**config.mk**
```make
export PLATFORM = sky130hd
export DESIGN_NAME = adc_wave_gen
export DESIGN_NICKNAME = d
export VERILOG_FILES = /design/src/rtl/adc_model_pkg.sv /design/src/rtl/adc_wave_gen.sv
export SDC_FILE = /design/constraint.sdc
export NUM_CORES = 1
export LEC_CHECK = 0
export BUFFER_PORTS_ARGS = -buffer_cell sky130_fd_sc_hd__buf_2
export CAP_MARGIN = 20
export CORE_ASPECT_RATIO = 0.75
export CORE_UTILIZATION = 51
export CTS_CLUSTER_SIZE = 12
export DETAILED_ROUTE_END_ITERATION = 12
export PLACE_DENSITY_LB_ADDON = 0.3
export REMOVE_ABC_BUFFERS = 1
export SYNTH_ARGS = -nofsm -noshare
export SYNTH_HDL_FRONTEND = slang
export SYNTH_SLANG_ARGS = --single-unit
```
**constraint.sdc**
```tcl
create_clock -name clk -period 1.8 [get_ports clk]
set_clock_uncertainty 0.05 [all_clocks]
set_input_delay 0.09 -clock clk [delete_from_list [all_inputs] [get_ports clk]]
set_output_delay 0.09 -clock clk [all_outputs]
set_load 0.05 [all_outputs]
```
**src/rtl/adc_model_pkg.sv**
```systemverilog
// Shared encodings for the serial ADC bank model: waveform modes, frame FSM
// states and the helper that sizes its counters.
package adc_model_pkg;

  typedef enum logic [1:0] {
    MODE_SQUARE = 2'd0,
    MODE_RAMP   = 2'd1,
    MODE_CONST  = 2'd2,
    MODE_COUNT  = 2'd3
  } mode_t;

  typedef enum logic [1:0] {
    ST_IDLE = 2'd0,
    ST_LEAD = 2'd1,
    ST_DATA = 2'd2,
    ST_TAIL = 2'd3
  } state_t;

  // Bits needed to count 0 .. n-1, never narrower than one bit.
  function automatic int cnt_width(input int n);
    return (n <= 2) ? 1 : $clog2(n);
  endfunction

endpackage

```
**src/rtl/adc_wave_gen.sv**
```systemverilog
// Base test-waveform generator. Square and ramp state advance once per completed
// frame regardless of mode, so switching mode never resets their phase.
module adc_wave_gen
  import adc_model_pkg::*;
#(
  parameter int WIDTH     = 12,
  parameter int PERIOD    = 10,
  parameter int HIGH      = 200,
  parameter int LOW       = 0,
  parameter int RAMP_STEP = 1
) (
  input  logic             clk,
  input  logic             rst_n,
  input  logic             advance,
  input  logic [1:0]       mode,
  input  logic [WIDTH-1:0] count,
  output logic [WIDTH-1:0] b
);

  localparam int PW = cnt_width(PERIOD);
  localparam logic [WIDTH-1:0] HI_V = WIDTH'(HIGH);
  localparam logic [WIDTH-1:0] LO_V = WIDTH'(LOW);
  localparam logic [WIDTH-1:0] STEP = WIDTH'(RAMP_STEP);
  localparam logic [PW-1:0]    PLAST = PW'(PERIOD - 1);

  logic             level_high;
  logic [PW-1:0]    pcnt;
  logic [WIDTH-1:0] ramp;

  always_ff @(posedge clk or negedge rst_n) begin
    if (!rst_n) begin
      level_high <= 1'b1;
      pcnt       <= '0;
      ramp       <= '0;
    end else if (advance) begin
      ramp <= ramp + STEP;
      if (pcnt == PLAST) begin
        pcnt       <= '0;
        level_high <= ~level_high;
      end else begin
        pcnt <= pcnt + PW'(1);
      end
    end
  end

  always_comb begin
    b = level_high ? HI_V : LO_V;
    case (mode)
      MODE_RAMP:  b = ramp;
      MODE_COUNT: b = count;
      default:    b = level_high ? HI_V : LO_V;
    endcase
  end

endmodule

```
* Word level (Yosys, flattened, before mapping)
Cells that the tools add are included.
** Operators by class
- $add $sub $neg :: 2
- Eq/ne operators :: 3
- Multiplexer cells :: 3
- Bitwise operators :: 1
- Reductions and logical operators :: 1
** Operators by type and width (count)
- $pmux 12 s2 :: 1
- $add 12x1->12 const B :: 1
- $mux 8 :: 1
- $add 4x1->4 const B :: 1
- $eq 4x4->1 const B :: 1
- $mux 4 :: 1
- $eq 2x1->1 const B :: 1
- $eq 2x2->1 const B :: 1
- $reduce_and 2->1 :: 1
- $not 1->1 :: 1
** Word-level totals
- Bits in registers :: 17
- Bits of input ports :: 17
- Output and inout bits :: 12
- Word-level logic and storage cells :: 13

* Logic depth before layout (Yosys ltp)
Gate-level depths: netlist of the first run.
- Depth in word-level cells :: 2
- Mapped depth :: 4
- Mapped depth without buffers :: 4

* Least setup slack after synthesis of the first run
No wires, ideal clock.
- Kind :: register to output
- Start point :: reg level_high
- End point :: out b[3]
- Arrival time :: 1.334 ns
- Setup slack :: 0.326 ns
- Stages on the path, launching flop included :: 3
- Buffers on the path :: 0
- Cells stage by stage :: dfstp_2 > nor2_1 > a21oi_1
** Between the ends
- Cells in the longest elaborated chain, start to end :: 2
** RTL lines
- start, declared :: line adc_wave_gen.sv:26 : logic level_high;
- start signal, assigned :: line adc_wave_gen.sv:39 : level_high <= ~level_high;
- $mux 8 :: line adc_wave_gen.sv:51 : default: b = level_high ? HI_V : LO_V;
- $pmux 12 s2 :: line adc_wave_gen.sv:48 : case (mode)
- end, declared :: line adc_wave_gen.sv:17 : output logic [WIDTH-1:0] b
Every way passes these cells.

* Worst setup path after layout of the first run
- Start point :: reg level_high
- End point :: out b[6]
The elaborated chain is that of the path after synthesis.

==> metrics.txt, run 1 <==
Yosys cell types=24; share of layout cells above drive strength 1=0.3250; routing usage on met1=0.2391; initial antenna violation count=0; Slew Viols, Final=0; pin count of the biggest net entering global routing=18; Clk Latency, worst-skew pair=0.30 ns; cells after synthesis=90; via count=749; Avg Cell Area, Syn=10.84 µm²; TritonCTS Buffers=3; synth cell count leaders=dfrtp_1 (16), mux2i_1 (12), nor2b_1 (11), xor2_1 (10), nand2_1 (6); post-layout minimum cycle time=1.455 ns; IO Port Bufs=28; reg-to-reg setup timing slack=0.43 ns; busiest grt layer=met2; YS warnings=0; starting DRC count in detailed routing=7; leak pwr=0.6041 nW; main flop type after synthesis=dfrtp_1; worst path cell trace=nor2_1 -> a21oi_1 -> buf_2; total of max-cap violations=0; Syn Std Cell Area=975.9 µm²; worst reg2reg endpoint=ramp[8]; Crit Path Class=reg -> out; Initial Utilization=0.5556; CP Capture Type=output pin; DP Worst Slack=0.4479 ns; RSZ-0062 raised after global routing=false; number of global-route vias before repair=661; area leader, netlist=dfrtp_1; PostCTS Resize Cnt=0; drt first pass iters=4; setup ws final=0.3452 ns; Crit Path Max Fanout=3; Critical Path RT=1.66 ns; Seq cells post-synth=17; fraction of registers with async set/reset=1.000; io pins=29; Die Wd=52.51 µm; FF-to-FF path depth=4; FMAX=687.4 MHz; Clock transition at path regs=0.09 ns; final period utilization=0.8082; Hold Crit Start=advance; All-Layer GR Usage=0.2128; status=finished, final reports clean; worst-case clock buffer depth=2; maximum vdd drop=0.001081 V; Hold Path Cell Cnt=2; gpl congestion=0.8445; # setup viols final=0; CP max stage cell=dfstp_2; EDFF count, synth=0; CP Launch Type=register; worst min-delay path class=in -> reg; CTS tree=done; Yosys top cell area share=0.4103; Rows=13; grt ovf=0; Die Height=39.89 µm; die area=2094 µm²; pwr dens=1258 nW/µm²; CTS Sinks=17; core area=1757 µm²; count leader, synth=dfrtp_1; routed length per instance=13.03 µm; Arrival @ worst endpoint=1.31 ns; total setup buffers inserted after CTS=0; Slew headroom=0.7522; Hold Vio Cnt, Final=0; root buf cell=clkbuf_4; # nets final=139; first-pass GRT wire length=2.960 mm; GRT met2 Usage=0.3703; register area share after synthesis=0.4372; synth top area cells=dfrtp_1 (41%), mux2i_1 (12%), xor2_1 (9.0%); Layout area overhead=19.10%; H-tree Lvls=1; vias per inst=5.275; met3 global-route usage=0.05814; Routed Antenna Nets=0; RR Startpoint=ramp[0]; setup_tns=0 ns; DRC Markers=0; ANT cells=0; largest stage delay on the critical path=0.55 ns; detailed-placement wirelength estimate=1.446 mm; WHS Endpoint=pcnt[0]; Worst Tran Pin Value=0.3717 ns; final WL=1.850 mm
[worst max path at each step]
stage               end  depth (start not counted)  slack (ns)  startpoint
5_1_grt            b[3]                          3        0.27  level_high
3_3_place_gp   ramp[10]                          4        0.54     ramp[0]
6_report           b[6]                          3        0.35  level_high
3_5_place_dp   ramp[10]                          4        0.45     ramp[0]
4_1_cts            b[6]                          3        0.32  level_high
2_1_floorplan      b[3]                          2        0.33  level_high
[layer usage]
metal,up-vias,share of wire
met5,-,0
met4,0,0.020
met3,4,0.059
met2,22,0.50
met1,348,0.42
li1,375,-
[repair_timing]
| action | 4_1_cts | 5_1_grt |
|---|---|---|
| setup endpoints to repair | 0 | 0 |
| hold buffers | 1 | 0 |
| endpoints found under the hold margin | 17 | 0 |
[layout by cell type (no fill, tap or decap), drive strengths merged, types with 2 or more instances in the layout]
cell type / Yosys / routed
buf: 2 / 28
dfrtp: 16 / 16
mux2i: 12 / 12
nor2b: 11 / 11
xor2: 10 / 10
nand2: 6 / 6
nand4: 5 / 5
nor3: 5 / 5
nor2: 4 / 4
xnor2: 4 / 4
a21oi: 3 / 3
clkbuf: 1 / 3
nand3: 3 / 3
o21ai: 2 / 2
[through the flow]
step | cell area [µm²] | cells | utilization | hold slack (ns) | power (mW)
after global placement | 1125 | 137 | 0.6403 | -0.02344 | 1.236
final | 1162 | 142 | 0.6617 | 0.08833 | 1.462
after detailed placement | 1125 | 137 | 0.6403 | -0.02200 | 1.271
after CTS | 1162 | 142 | 0.6617 | 0.06875 | 1.479
after global routing | 1162 | 142 | 0.6617 | 0.09870 | 1.565
after floorplan | 957.2 | 87 | - | -0.2556 | 1.107
[cells by family after synthesis]
logic type	share of synthesized area
buffers and inverters	0.01922
AOI/OAI and AO/OA	0.03333
xor gates and xnor gates	0.1256
adders and majority gates	0.01282
DFF	0.4372
and+or+nand+nor	0.2372
muxes	0.1346
[flip-flops by register name (all words and copies together), names as in the netlist]
| signal | count |
|---|---|
| ramp | 12 |
| pcnt | 4 |
| level_high | 1 |
[critical path, delay by kind of cell, from the launching register on]
family	cells	cell delay (ns)
buf+inv	1	0.27
flops	1	0.55
simple gates	1	0.07
compound gates	1	0.12
[power breakdown]
part / leakage, nW / switching (mW) / internal, mW
sequential: 0.214 / 0.194 / 0.524
combinational: 0.372 / 0.320 / 0.223
clock: 0.0177 / 0.118 / 0.0829
[cell type report]
type,instances,area [µm²]
Fill cell,137,594.3
Clock inverter,1,5.005
Multi-Input combinational cell,70,530.5
Sequential cell,17,426.7
Timing Repair Buffer,29,150.1
Clock buffer,3,22.52
Tap cell,22,27.53
(Power assumes the default switching activity.)
==> run 2, diff against run 1 <==
--- a/config.mk
+++ b/config.mk
@@ -8,7 +8,7 @@
 export BUFFER_PORTS_ARGS = -buffer_cell sky130_fd_sc_hd__buf_2
 export CAP_MARGIN = 20
 export CORE_ASPECT_RATIO = 0.75
-export CORE_UTILIZATION = 51
+export CORE_UTILIZATION = 45
 export CTS_CLUSTER_SIZE = 12
 export DETAILED_ROUTE_END_ITERATION = 12
 export PLACE_DENSITY_LB_ADDON = 0.3
==> constraint.sdc (replaced) <==
create_clock -name clk -period 1.3 [get_ports clk]
set_clock_uncertainty 0.05 [all_clocks]
set_input_delay 0.065 -clock clk [delete_from_list [all_inputs] [get_ports clk]]
set_output_delay 0.065 -clock clk [all_outputs]
set_load 0.05 [all_outputs]
==> run 2 against run 1 <==
Net effect: the flow now finishes with violations (negative setup slack); register-to-register slack got worse by 0.38 ns; critical endpoint is now b[3]; critical path type unchanged; core utilization increased by 2.2 points; cell count rose by 11%; design area up 19%; non-clock buffer count grew 14; power rose by 69%; first-iteration DRC count rose to 3.6 times the previous value; die area grew 13%; wire length is 28% higher; via count up 13%; global-route usage is 0.57 points lower.
==> metrics.txt, run 2 (same netlist as run 1, synthesis figures left out) <==
detailed-placement wirelength estimate=1.507 mm; vias per inst=5.380; gpl congestion=0.8297; pwr dens=1777 nW/µm²; CTS Sinks=17; max reg flops=12; Slew Viols, Final=0; # setup viols final=3; H-tree Lvls=1; Crit Path Class=reg -> out; setup ws final=-0.06258 ns; Rows=14; first-pass GRT wire length=3.629 mm; CP Launch Type=register; routed length per instance=15.04 µm; Largest Register=ramp; commonest non-fill, non-tap cells in the layout=buf_2 (16), buf_4 (16), mux2i_1 (12); Hold Vio Cnt, Final=0; starting DRC count in detailed routing=25; cell area after layout=1389 µm²; final period utilization=1.048; maximum vdd drop=0.001236 V; status=finished with violations; All-Layer GR Usage=0.2072; grt ovf=0; Routed Antenna Nets=0; Critical Path RT=1.19 ns; FMAX=733.9 MHz; via count=850; RSZ-0062 raised after global routing=true; Worst Tran Pin Value=0.3755 ns; pin count of the biggest net entering global routing=18; number of global-route vias before repair=790; Slew headroom=0.7497; Die Wd=55.78 µm; DRC Markers=0; ANT cells=0; Initial Utilization=0.4803; filler instances=157; Layout area overhead=42.31%; initial antenna violation count=0; worst min-delay path class=in -> reg; Power, Total=2.467 mW; share of layout cells above drive strength 1=0.4776; Post-Place Cell Area=1142 µm²; worst-case clock buffer depth=2; cell family with most CP delay=flip-flops; Clock transition at path regs=0.09 ns; Critical Path Start=level_high; final WL=2.376 mm; die area=2361 µm²; io pins=29; Hold Crit Start=advance; TritonCTS Buffers=3; leak pwr=0.7011 nW; failing checks=negative setup slack; largest stage delay on the critical path=0.56 ns; worst path buffer plus inverter count=1; worst path cell trace=nor2_4 -> a21oi_2 -> buf_6; core area=2032 µm²; Clk Latency, worst-skew pair=0.30 ns; Crit Path Max Fanout=3; hold slack=0.09383 ns; largest registers=ramp x12, pcnt x4, level_high x1; post-layout minimum cycle time=1.363 ns; CTS tree=done; RR Startpoint=ramp[8]; total of max-cap violations=0; CP max stage cell=dfstp_2; IO Port Bufs=28; Arrival @ worst endpoint=1.25 ns; # nets final=153; root buf cell=clkbuf_4; Die Height=42.33 µm; CP Capture Type=output pin; drt first pass iters=4
## run 2: cell count changes in the layout (fill, tap and decap cells not counted), sizes merged
cell    delta
buf       +14
clkinv     -1
clkbuf     +1
## run 2: worst register-to-register path, delay by kind of cell (launching register included)
kind / cells / cell delay, ns
buffers and inverters: 1 / 0.14
flip-flops: 1 / 0.43
XOR/XNOR: 1 / 0.17
AND/OR/NAND/NOR: 2 / 0.39
## run 2: stage by stage
step	cells	utilization	TNS, ns	setup WS, ns
floorplan	87	-	-0.5139	-0.1490
global placement	141	0.5622	0	0.1601
detailed placement	141	0.5622	0	0.06562
CTS	148	0.6244	-0.07202	-0.02150
global route	158	0.6835	-0.5109	-0.1013
finish	158	0.6835	-0.1065	-0.06258
## run 2: cell type report
| cell class | count | area [µm²] | share of cell area |
|---|---|---|---|
| sequential | 17 | 432.9 | 0.3117 |
| timing repair buffer | 43 | 331.6 | 0.2387 |
| clock buffer | 4 | 26.28 | 0.01892 |
| multi-input combinational | 70 | 568.0 | 0.4090 |
| tap | 24 | 30.03 | 0.02162 |
## run 2: layer usage
layer / part of all wire / track usage / routed length, µm / vias up
met3: 0.066 / 0.06481 / 156 / 7
met4: 0.020 / 0.09500 / 48 / 0
met2: 0.50 / 0.3373 / 1180 / 35
met1: 0.42 / 0.2535 / 989 / 407
met5: 0 / 0 / 0 / -
li1: - / - / - / 401
## run 2: final timing paths
path                              endpoint  slack, ns  depth (start not counted)
worst min-delay path               pcnt[0]       0.09                          2
min in group asynchronous          ramp[9]       0.17                          2
worst min register to register    ramp[11]       0.45                          1
max in group asynchronous       level_high       0.72                          2
worst max register to register    ramp[11]       0.05                          4
worst max-delay path                  b[3]      -0.06                          3
## run 2: report_power, final
part | leakage [nW] | internal (mW) | total [mW] | switching [mW]
Combinational | 0.478 | 0.611 | 1.25 | 0.636
Clock | 0.0150 | 0.120 | 0.288 | 0.168
Sequential | 0.208 | 0.738 | 0.933 | 0.195
## run 2: timing repair
| item | in CTS | in global routing |
|---|---|---|
| buffers inserted | 2 | 10 |
| setup endpoints to repair | 10 | 14 |
| hold buffers | 1 | 0 |
| resized for setup | 26 | 11 |
| pin swaps | 0 | 1 |
| endpoints found under the hold margin | 17 | 0 |
==> run 3, diff against run 2 <==
--- a/config.mk
+++ b/config.mk
@@ -7,8 +7,8 @@
 export LEC_CHECK = 0
 export BUFFER_PORTS_ARGS = -buffer_cell sky130_fd_sc_hd__buf_2
 export CAP_MARGIN = 20
-export CORE_ASPECT_RATIO = 0.75
-export CORE_UTILIZATION = 45
+export CORE_UTILIZATION = 47
+export CTS_BUF_LIST = sky130_fd_sc_hd__clkbuf_8
 export CTS_CLUSTER_SIZE = 12
 export DETAILED_ROUTE_END_ITERATION = 12
 export PLACE_DENSITY_LB_ADDON = 0.3
==> run 3 against run 2 <==
Net effect: via count fell by 4.9%; the run now ends clean; worst hold slack improved by 0.038 ns; global-route usage down 2.3 points; critical endpoint unchanged; combinational power shrank 13%; core utilization rose by 1.0 points.
==> metrics.txt, run 3 (same netlist as run 1, synthesis figures left out) <==
core area=1962 µm²; routed length per instance=13.68 µm; status=finished, final reports clean; max reg flops=12; DRC Markers=0; Crit Path Class=reg -> out; Rows=16; CTS Sinks=17; Clk Latency, worst-skew pair=0.25 ns; H-tree Lvls=1; CP Launch Type=register; ANT cells=0; filler instances=154; grt ovf=0; CTS tree=done; maximum vdd drop=0.001112 V; worst-case clock buffer depth=2; io pins=29; commonest non-fill, non-tap cell in the layout=buf_2; final WL=2.161 mm; Slew Viols, Final=0; Initial Utilization=0.4974; Post-Place Cell Area=1146 µm²; Clock transition at path regs=0.07 ns; Slew headroom=0.7470; All-Layer GR Usage=0.1846; drt first pass iters=4; Critical Path RT=1.19 ns; CP Capture Type=output pin; reg-to-reg setup timing slack=0.07 ns; commonest non-fill, non-tap cells in the layout=buf_2 (17), buf_4 (12), nor2b_1 (11); IO Port Bufs=28; # setup viols final=0; # nets final=150; first-pass GRT wire length=2.794 mm; root buf cell=clkbuf_8; pwr dens=1803 nW/µm²; post-layout minimum cycle time=1.273 ns; leak pwr=0.6692 nW; share of layout cells above drive strength 1=0.4733; vias per inst=5.114; setup_tns=0 ns; placed cells=144; Post-Layout Cell Count=158; TritonCTS Buffers=3; starting DRC count in detailed routing=8; final period utilization=0.9792; Arrival @ worst endpoint=1.16 ns; Hold Vio Cnt, Final=0; initial antenna violation count=0; via count=808; number of global-route vias before repair=662; Crit Path Max Fanout=3; detailed-placement wirelength estimate=1.430 mm; Layout area overhead=39.49%; Die Height=47.57 µm; multi-input combinational cell area=561.8 µm²; Reg area=434.2 µm²; total of max-cap violations=0; pin count of the biggest net entering global routing=18; die area=2263 µm²; FMAX=785.6 MHz; worst min-delay path class=in -> reg; Largest Register=ramp; Die Wd=47.57 µm; largest registers=ramp x12, pcnt x4, level_high x1; RSZ-0062 raised after global routing=true; Worst Tran Pin Value=0.3795 ns; cell area after layout=1361 µm²; gpl congestion=0.7702; Routed Antenna Nets=0
run 3: area by class of cell:
class / count / share of cell area
Multi-Input combinational cell: 70 / 0.4127
Sequential cell: 17 / 0.3189
Timing Repair Buffer: 40 / 0.2105
Clock buffer: 3 / 0.03033
Tap cell: 27 / 0.02482
Clock inverter: 1 / 0.002757
run 3: critical path, stage by stage (launching register included):
cell and delay (ns):
dfstp_2 0.56, nor2_4 0.05, a21oi_2 0.12, buf_6 0.17
run 3: metrics by stage:
| stage | setup WS [ns] | utilization | power (mW) | hold slack, ns |
|---|---|---|---|---|
| 2_1_floorplan | -0.1490 | - | 1.532 | -0.2806 |
| 3_3_place_gp | 0.1520 | 0.5842 | 1.758 | -0.04552 |
| 3_5_place_dp | 0.1069 | 0.5842 | 1.801 | -0.03886 |
| 4_1_cts | -0.005283 | 0.6250 | 2.257 | 0.1246 |
| 5_1_grt | -0.01588 | 0.6939 | 2.603 | 0.1533 |
| 6_report | 0.02705 | 0.6939 | 2.455 | 0.1316 |
run 3: power by group:
group	switching, mW	internal (mW)	total (mW)
clock	0.185	0.210	0.395
sequential	0.234	0.740	0.974
combinational	0.552	0.535	1.09
run 3: routing by layer:
metal | track usage | wire length, µm
met5 | 0 | 0
met4 | 0.1111 | 62
met3 | 0.03774 | 74
met2 | 0.3288 | 1061
met1 | 0.2009 | 962
run 3: path summary, 6_finish.rpt:
kind                             from          to  cells past startpoint
min reg2reg                  ramp[11]    ramp[11]                      1
min in group asynchronous       rst_n     ramp[9]                      2
max in group asynchronous       rst_n  level_high                      2
min                           advance     ramp[0]                      2
max reg2reg                   ramp[0]     ramp[8]                      4
max                        level_high        b[3]                      3
run 3: what timing repair did:
item / CTS / global route
hold buffers: 1 / 0
endpoints found under the setup margin: 5 / 11
hold endpoints to repair: 17 / 0
resized for setup: 7 / 29
setup buffers: 1 / 8
